## src/rtl/parking_request_scheduler.sv

```systemverilog
// Queues park-in/out requests and per-floor evacuations; offers one command at a time, evacuations first.
// Request at edge N is stored at N and offered after N+1; the offer holds until req_ready, then waits for op_done or the timeout.
module parking_request_scheduler #(
  parameter int DEPTH   = 4,
  parameter int TIMEOUT = 64
) (
  input  logic        clock,
  input  logic        reset,
  input  logic        in_mode,
  input  logic        out_mode,
  input  logic [15:0] license_plate,
  input  logic        leakage,
  input  logic [2:0]  leakage_floor,
  input  logic        req_ready,
  input  logic        op_done,
  output logic        req_valid,
  output logic [1:0]  req_kind,
  output logic [15:0] req_plate,
  output logic [2:0]  req_floor,
  output logic        busy,
  output logic [2:0]  queue_count,
  output logic        drop_pulse,
  output logic        timeout_pulse
);

  localparam int PW = (DEPTH > 1) ? $clog2(DEPTH) : 1;
  localparam logic [1:0] KIND_IN   = 2'b00;
  localparam logic [1:0] KIND_EVAC = 2'b10;

  typedef enum logic [1:0] {S_IDLE, S_OFFER, S_BUSY} state_t;

  state_t      state_q, state_d;
  logic [16:0] fifo_q [DEPTH];
  logic [PW-1:0] wr_ptr_q, wr_ptr_d, rd_ptr_q, rd_ptr_d;
  logic [2:0]  count_q, count_d;
  logic [7:0]  mask_q, mask_d;
  logic [1:0]  kind_q, kind_d;
  logic [15:0] plate_q, plate_d;
  logic [2:0]  floor_q, floor_d;
  logic [7:0]  timer_q, timer_d;
  logic        drop_q, drop_d;
  logic        tmo_q, tmo_d;

  logic        req_ok, full, accept, pop, push;
  logic [2:0]  low_floor;
  logic [16:0] head;

  assign req_ok = (in_mode ^ out_mode) && (license_plate != 16'd0);
  assign full   = (count_q == 3'(DEPTH));
  assign accept = (state_q == S_OFFER) && req_ready;
  assign pop    = accept && (kind_q != KIND_EVAC);
  // A full FIFO still takes a new entry when the head leaves on the same edge.
  assign push   = req_ok && (!full || pop);
  assign head   = fifo_q[rd_ptr_q];

  always_comb begin
    low_floor = 3'd0;
    for (int f = 7; f >= 1; f--) begin
      if (mask_q[f]) low_floor = 3'(f);
    end
  end

  always_comb begin
    drop_d   = (in_mode && out_mode)
             || ((in_mode || out_mode) && (license_plate == 16'd0))
             || (req_ok && full && !pop);
    wr_ptr_d = wr_ptr_q;
    rd_ptr_d = rd_ptr_q;
    count_d  = count_q;
    if (push) wr_ptr_d = (wr_ptr_q == PW'(DEPTH - 1)) ? '0 : wr_ptr_q + 1'b1;
    if (pop)  rd_ptr_d = (rd_ptr_q == PW'(DEPTH - 1)) ? '0 : rd_ptr_q + 1'b1;
    case ({push, pop})
      2'b10:   count_d = count_q + 3'd1;
      2'b01:   count_d = count_q - 3'd1;
      default: count_d = count_q;
    endcase
    mask_d = mask_q;
    if (accept && (kind_q == KIND_EVAC)) mask_d[floor_q] = 1'b0;
    if (leakage && (leakage_floor != 3'd0)) mask_d[leakage_floor] = 1'b1;
  end

  always_comb begin
    state_d = state_q;
    kind_d  = kind_q;
    plate_d = plate_q;
    floor_d = floor_q;
    timer_d = timer_q;
    tmo_d   = 1'b0;
    case (state_q)
      S_IDLE: begin
        if (mask_q != 8'd0) begin
          kind_d  = KIND_EVAC;
          plate_d = 16'd0;
          floor_d = low_floor;
          state_d = S_OFFER;
        end else if (count_q != 3'd0) begin
          kind_d  = {1'b0, head[16]};
          plate_d = head[15:0];
          floor_d = 3'd0;
          state_d = S_OFFER;
        end
      end
      S_OFFER: begin
        if (req_ready) begin
          state_d = S_BUSY;
          timer_d = 8'd0;
        end
      end
      S_BUSY: begin
        if (op_done) begin
          state_d = S_IDLE;
        end else if (timer_q == 8'(TIMEOUT - 1)) begin
          tmo_d   = 1'b1;
          state_d = S_IDLE;
        end else begin
          timer_d = timer_q + 8'd1;
        end
      end
      default: state_d = S_IDLE;
    endcase
  end

  always_ff @(posedge clock) begin
    if (reset) begin
      state_q  <= S_IDLE;
      wr_ptr_q <= '0;
      rd_ptr_q <= '0;
      count_q  <= 3'd0;
      mask_q   <= 8'd0;
      kind_q   <= KIND_IN;
      plate_q  <= 16'd0;
      floor_q  <= 3'd0;
      timer_q  <= 8'd0;
      drop_q   <= 1'b0;
      tmo_q    <= 1'b0;
    end else begin
      state_q  <= state_d;
      wr_ptr_q <= wr_ptr_d;
      rd_ptr_q <= rd_ptr_d;
      count_q  <= count_d;
      mask_q   <= mask_d;
      kind_q   <= kind_d;
      plate_q  <= plate_d;
      floor_q  <= floor_d;
      timer_q  <= timer_d;
      drop_q   <= drop_d;
      tmo_q    <= tmo_d;
    end
  end

  // Storage needs no reset: occupancy is tracked by the pointers and count.
  always_ff @(posedge clock) begin
    if (push) fifo_q[wr_ptr_q] <= {out_mode, license_plate};
  end

  assign req_valid     = (state_q == S_OFFER);
  assign busy          = (state_q == S_BUSY);
  assign req_kind      = kind_q;
  assign req_plate     = plate_q;
  assign req_floor     = floor_q;
  assign queue_count   = count_q;
  assign drop_pulse    = drop_q;
  assign timeout_pulse = tmo_q;

endmodule

```

## config.mk

```make
export PLATFORM = sky130hd
export DESIGN_NAME = parking_request_scheduler
export DESIGN_NICKNAME = d
export VERILOG_FILES = /design/src/rtl/parking_request_scheduler.sv
export SDC_FILE = /design/constraint.sdc
export NUM_CORES = 1
export LEC_CHECK = 0
export BUFFER_PORTS_ARGS = -buffer_cell sky130_fd_sc_hd__buf_4
export CORE_MARGIN = 1
export CORE_UTILIZATION = 61
export DETAILED_ROUTE_END_ITERATION = 8
export GPL_ROUTABILITY_DRIVEN = 1
export PLACE_DENSITY = 0.94
export SYNTH_ARGS = -nofsm -noshare
export SYNTH_HDL_FRONTEND = slang
export SYNTH_SLANG_ARGS = --single-unit
```

## constraint.sdc

```tcl
create_clock -name clock -period 3.8 [get_ports clock]
set_clock_uncertainty 0.05 [all_clocks]
set_input_delay 0.19 -clock clock [delete_from_list [all_inputs] [get_ports clock]]
set_output_delay 0.19 -clock clock [all_outputs]
set_load 0.05 [all_outputs]
```

==> results.json <==
{
  "antenna_cells": 0,
  "dp.cells": 503,
  "antenna_left": 0,
  "synth_largest_area_cell": "edfxtp_1",
  "finalHoldViolations": 0,
  "startpoint": "state_q[1]",
  "first_iter_violations": 266,
  "core_area_mm2": 0.00769,
  "wirelength_um": 10600,
  "via_per_inst": 6.01,
  "track_usage": 0.279,
  "htreeDepth": 4,
  "grt.overflow.total": 0,
  "drc": 0,
  "synth_ff_type": "edfxtp_1",
  "rows": 32,
  "yosysTopAreaCellShare": 0.424,
  "cts_resized": 0,
  "period_minus_slack_ns": 2.77,
  "grt_pass1_wl_um": 16900,
  "drive_gt1_frac": 0.237,
  "leakagePower_nw": 2.21,
  "avgSynthCellArea_um2": 13.3,
  "portBuffers": 53,
  "startpoint_type": "register",
  "max-slew-margin-rel": 0.209,
  "timing.fmax_mhz": 361,
  "path_class": "reg -> reg",
  "tightest_slew_ns": 1.19,
  "worst_ep_required_time_ns": 4.20,
  "cp_max_fo": 8,
  "slew_viol_final": 0,
  "post_cts_buffers": 0,
  "path_clk_slew_ns": 0.06,
  "clockBufferDepth": 2,
  "synth_nets": 399,
  "synth_edf_count": 68,
  "post-route-period-util": 0.730,
  "r2r_end": "queue_count[2]",
  "endpoint_kind": "register",
  "ys_top_cells_by_area": "edfxtp_1 42%, dfxtp_1 21%, mux4_2 7.9%",
  "dieArea_mm2": 0.00826,
  "antenna_found_initial": 0,
  "drtPass1Iterations": 5,
  "hold_buffers": 26,
  "fill_cells": 394,
  "max-cap-violations": 0,
  "ir_drop_mv": 0.412,
  "hp-class": "in -> reg",
  "synth_cell_types": 44,
  "ys_seq_area_frac": 0.632,
  "yosys-top-cells-count": "68 x edfxtp_1, 50 x dfxtp_1, 24 x nor2_1",
  "cts_buffers": 17,
  "setup_viol": 0,
  "r2r_slack_ns": 1.03,
  "routedWlPerCell_um": 19.0,
  "syn2layout_area_growth_pct": 27.0,
  "p_per_area_mw_per_mm2": 689,
  "syn_area_mm2": 0.00482,
  "clockRootBuffer": "clkbuf_8",
  "clock-sinks": 118,
  "nets": 482,
  "clkLatencyLatePin_ns": 0.52,
  "synth_seq_cells": 118,
  "die_h_um": 90.9,
  "ys_async_sr_fraction": 0,
  "final.setup.tns_ns": 0,
  "num_vias": 3372,
  "ff2ff_path_depth": 9,
  "start_util": 0.627,
  "rsz0062_at_grt": "false",
  "dieWidth_um": 90.9,
  "layout.cells.non_filler": 561,
  "arrival_ns": 3.17,
  "yosys_warnings": 0,
  "cts_tree": "built",
  "hpwl_um": 6030,
  "syn_inst": 363,
  "reg2reg_from": "state_q[1]",
  "gp_congestion": 0.795,
  "yosysMostFrequentCell": "edfxtp_1",
  "grt_pass1_vias": 3324,
  "status": "finished clean",
  "grt_start_max_net_pins": 51,
  "endpoint": "queue_count[2]",
  "ios": 54
}
-- final cells by class --
class / instances / area [um2] / area share
clock inverter: 15 / 170 / 0.0278
tap: 102 / 128 / 0.0209
inverter: 7 / 26.3 / 0.00430
timing repair buffer: 80 / 666 / 0.109
sequential: 118 / 3040 / 0.497
clock buffer: 17 / 414 / 0.0677
multi-input combinational: 222 / 1670 / 0.273
-- how the worst min path moves through the flow --
stage	from	endpoint	cells past startpoint
2_1_floorplan	op_done	timeout_pulse	1
3_3_place_gp	op_done	timeout_pulse	2
3_5_place_dp	op_done	timeout_pulse	2
4_1_cts	reset	req_floor[2]	2
5_1_grt	reset	queue_count[0]	2
6_report	reset	timer_q[2]	2
-- critical path, cell delays in order, from the launching register on --
cell      delay (ns)
dfxtp_1         0.35
nand3b_1        0.23
nor2_1          0.41
o211a_1         0.36
inv_1           0.08
ha_1            0.22
fa_1            0.39
xnor2_1         0.15
or3_1           0.32
a21oi_1         0.15
-- cells in the final DEF (no fill, tap or decap), types with 2 or more instances in the layout --
master	n
edfxtp_1	68
buf_4	54
dfxtp_1	50
dlygate4sd3_1	26
nor2_1	24
nand2b_1	23
a21oi_1	22
nand3b_1	19
o21ai_0	19
mux4_2	17
clkbuf_16	16
nand2_1	13
o21ai_1	11
ha_1	9
nand3_1	8
nor2b_1	7
inv_1	7
nor3_1	6
nor4_1	5
or3_1	5
and2_1	4
mux2i_1	4
o31ai_1	3
clkinvlp_4	3
inv_8	3
clkinv_4	3
nand4_1	2
nor3b_1	2
and3_1	2
a211oi_1	2
a31oi_1	2
clkinv_2	2
inv_6	2
bufinv_16	2
-- cell families after synthesis --
logic type,share of synthesized area
AND/OR/NAND/NOR,0.150
flip-flops,0.632
adder cells (fa/ha/maj),0.0275
XOR/XNOR,0.00364
buffers and inverters,0.0218
multiplexers,0.0901
AO/OA/AOI/OAI,0.0756
-- per-stage QoR --
step / area (um2) / total power [mW] / util / setup WS, ns / hold slack (ns)
final: 6120 / 4.21 / 0.796 / 1.03 / 0.0660
after global routing: 6120 / 4.36 / 0.796 / 0.874 / 0.0693
after CTS: 6120 / 4.21 / 0.796 / 1.03 / 0.0342
after detailed placement: 5270 / 2.62 / 0.686 / 1.07 / 0.336
after global placement: 5270 / 2.58 / 0.686 / 1.24 / 0.334
after floorplan: 4820 / 2.36 / - / 1.19 / 0.216
-- registers in the layout (all words and copies together) (netlist names), named ones only --
name           cells
queue_count        3
rd_ptr_q           2
timeout_pulse      1
req_kind           2
drop_pulse         1
wr_ptr_q           2
fifo_q            68
req_plate         16
timer_q            8
mask_q             8
req_floor          3
state_q            2
-- power by group --
group          leakage (nW)  internal, mW  total [mW]  switching (mW)
registers              1.03          1.52        1.65           0.127
clock network         0.280         0.949        1.57           0.621
logic                 0.897         0.347       0.993           0.646
total                  2.21          2.82        4.21            1.39
-- per-layer routing --
metal | vias to the layer above | track usage | wire length, um | part of all wire
met3 | 26 | 0.0909 | 707 | 0.066
li1 | 1526 | - | - | -
met5 | - | 0 | 0 | 0
met1 | 1635 | 0.324 | 4100 | 0.39
met4 | 0 | 0.119 | 250 | 0.024
met2 | 185 | 0.476 | 5580 | 0.52
No activity file was read; power rests on OpenSTA's default activity.
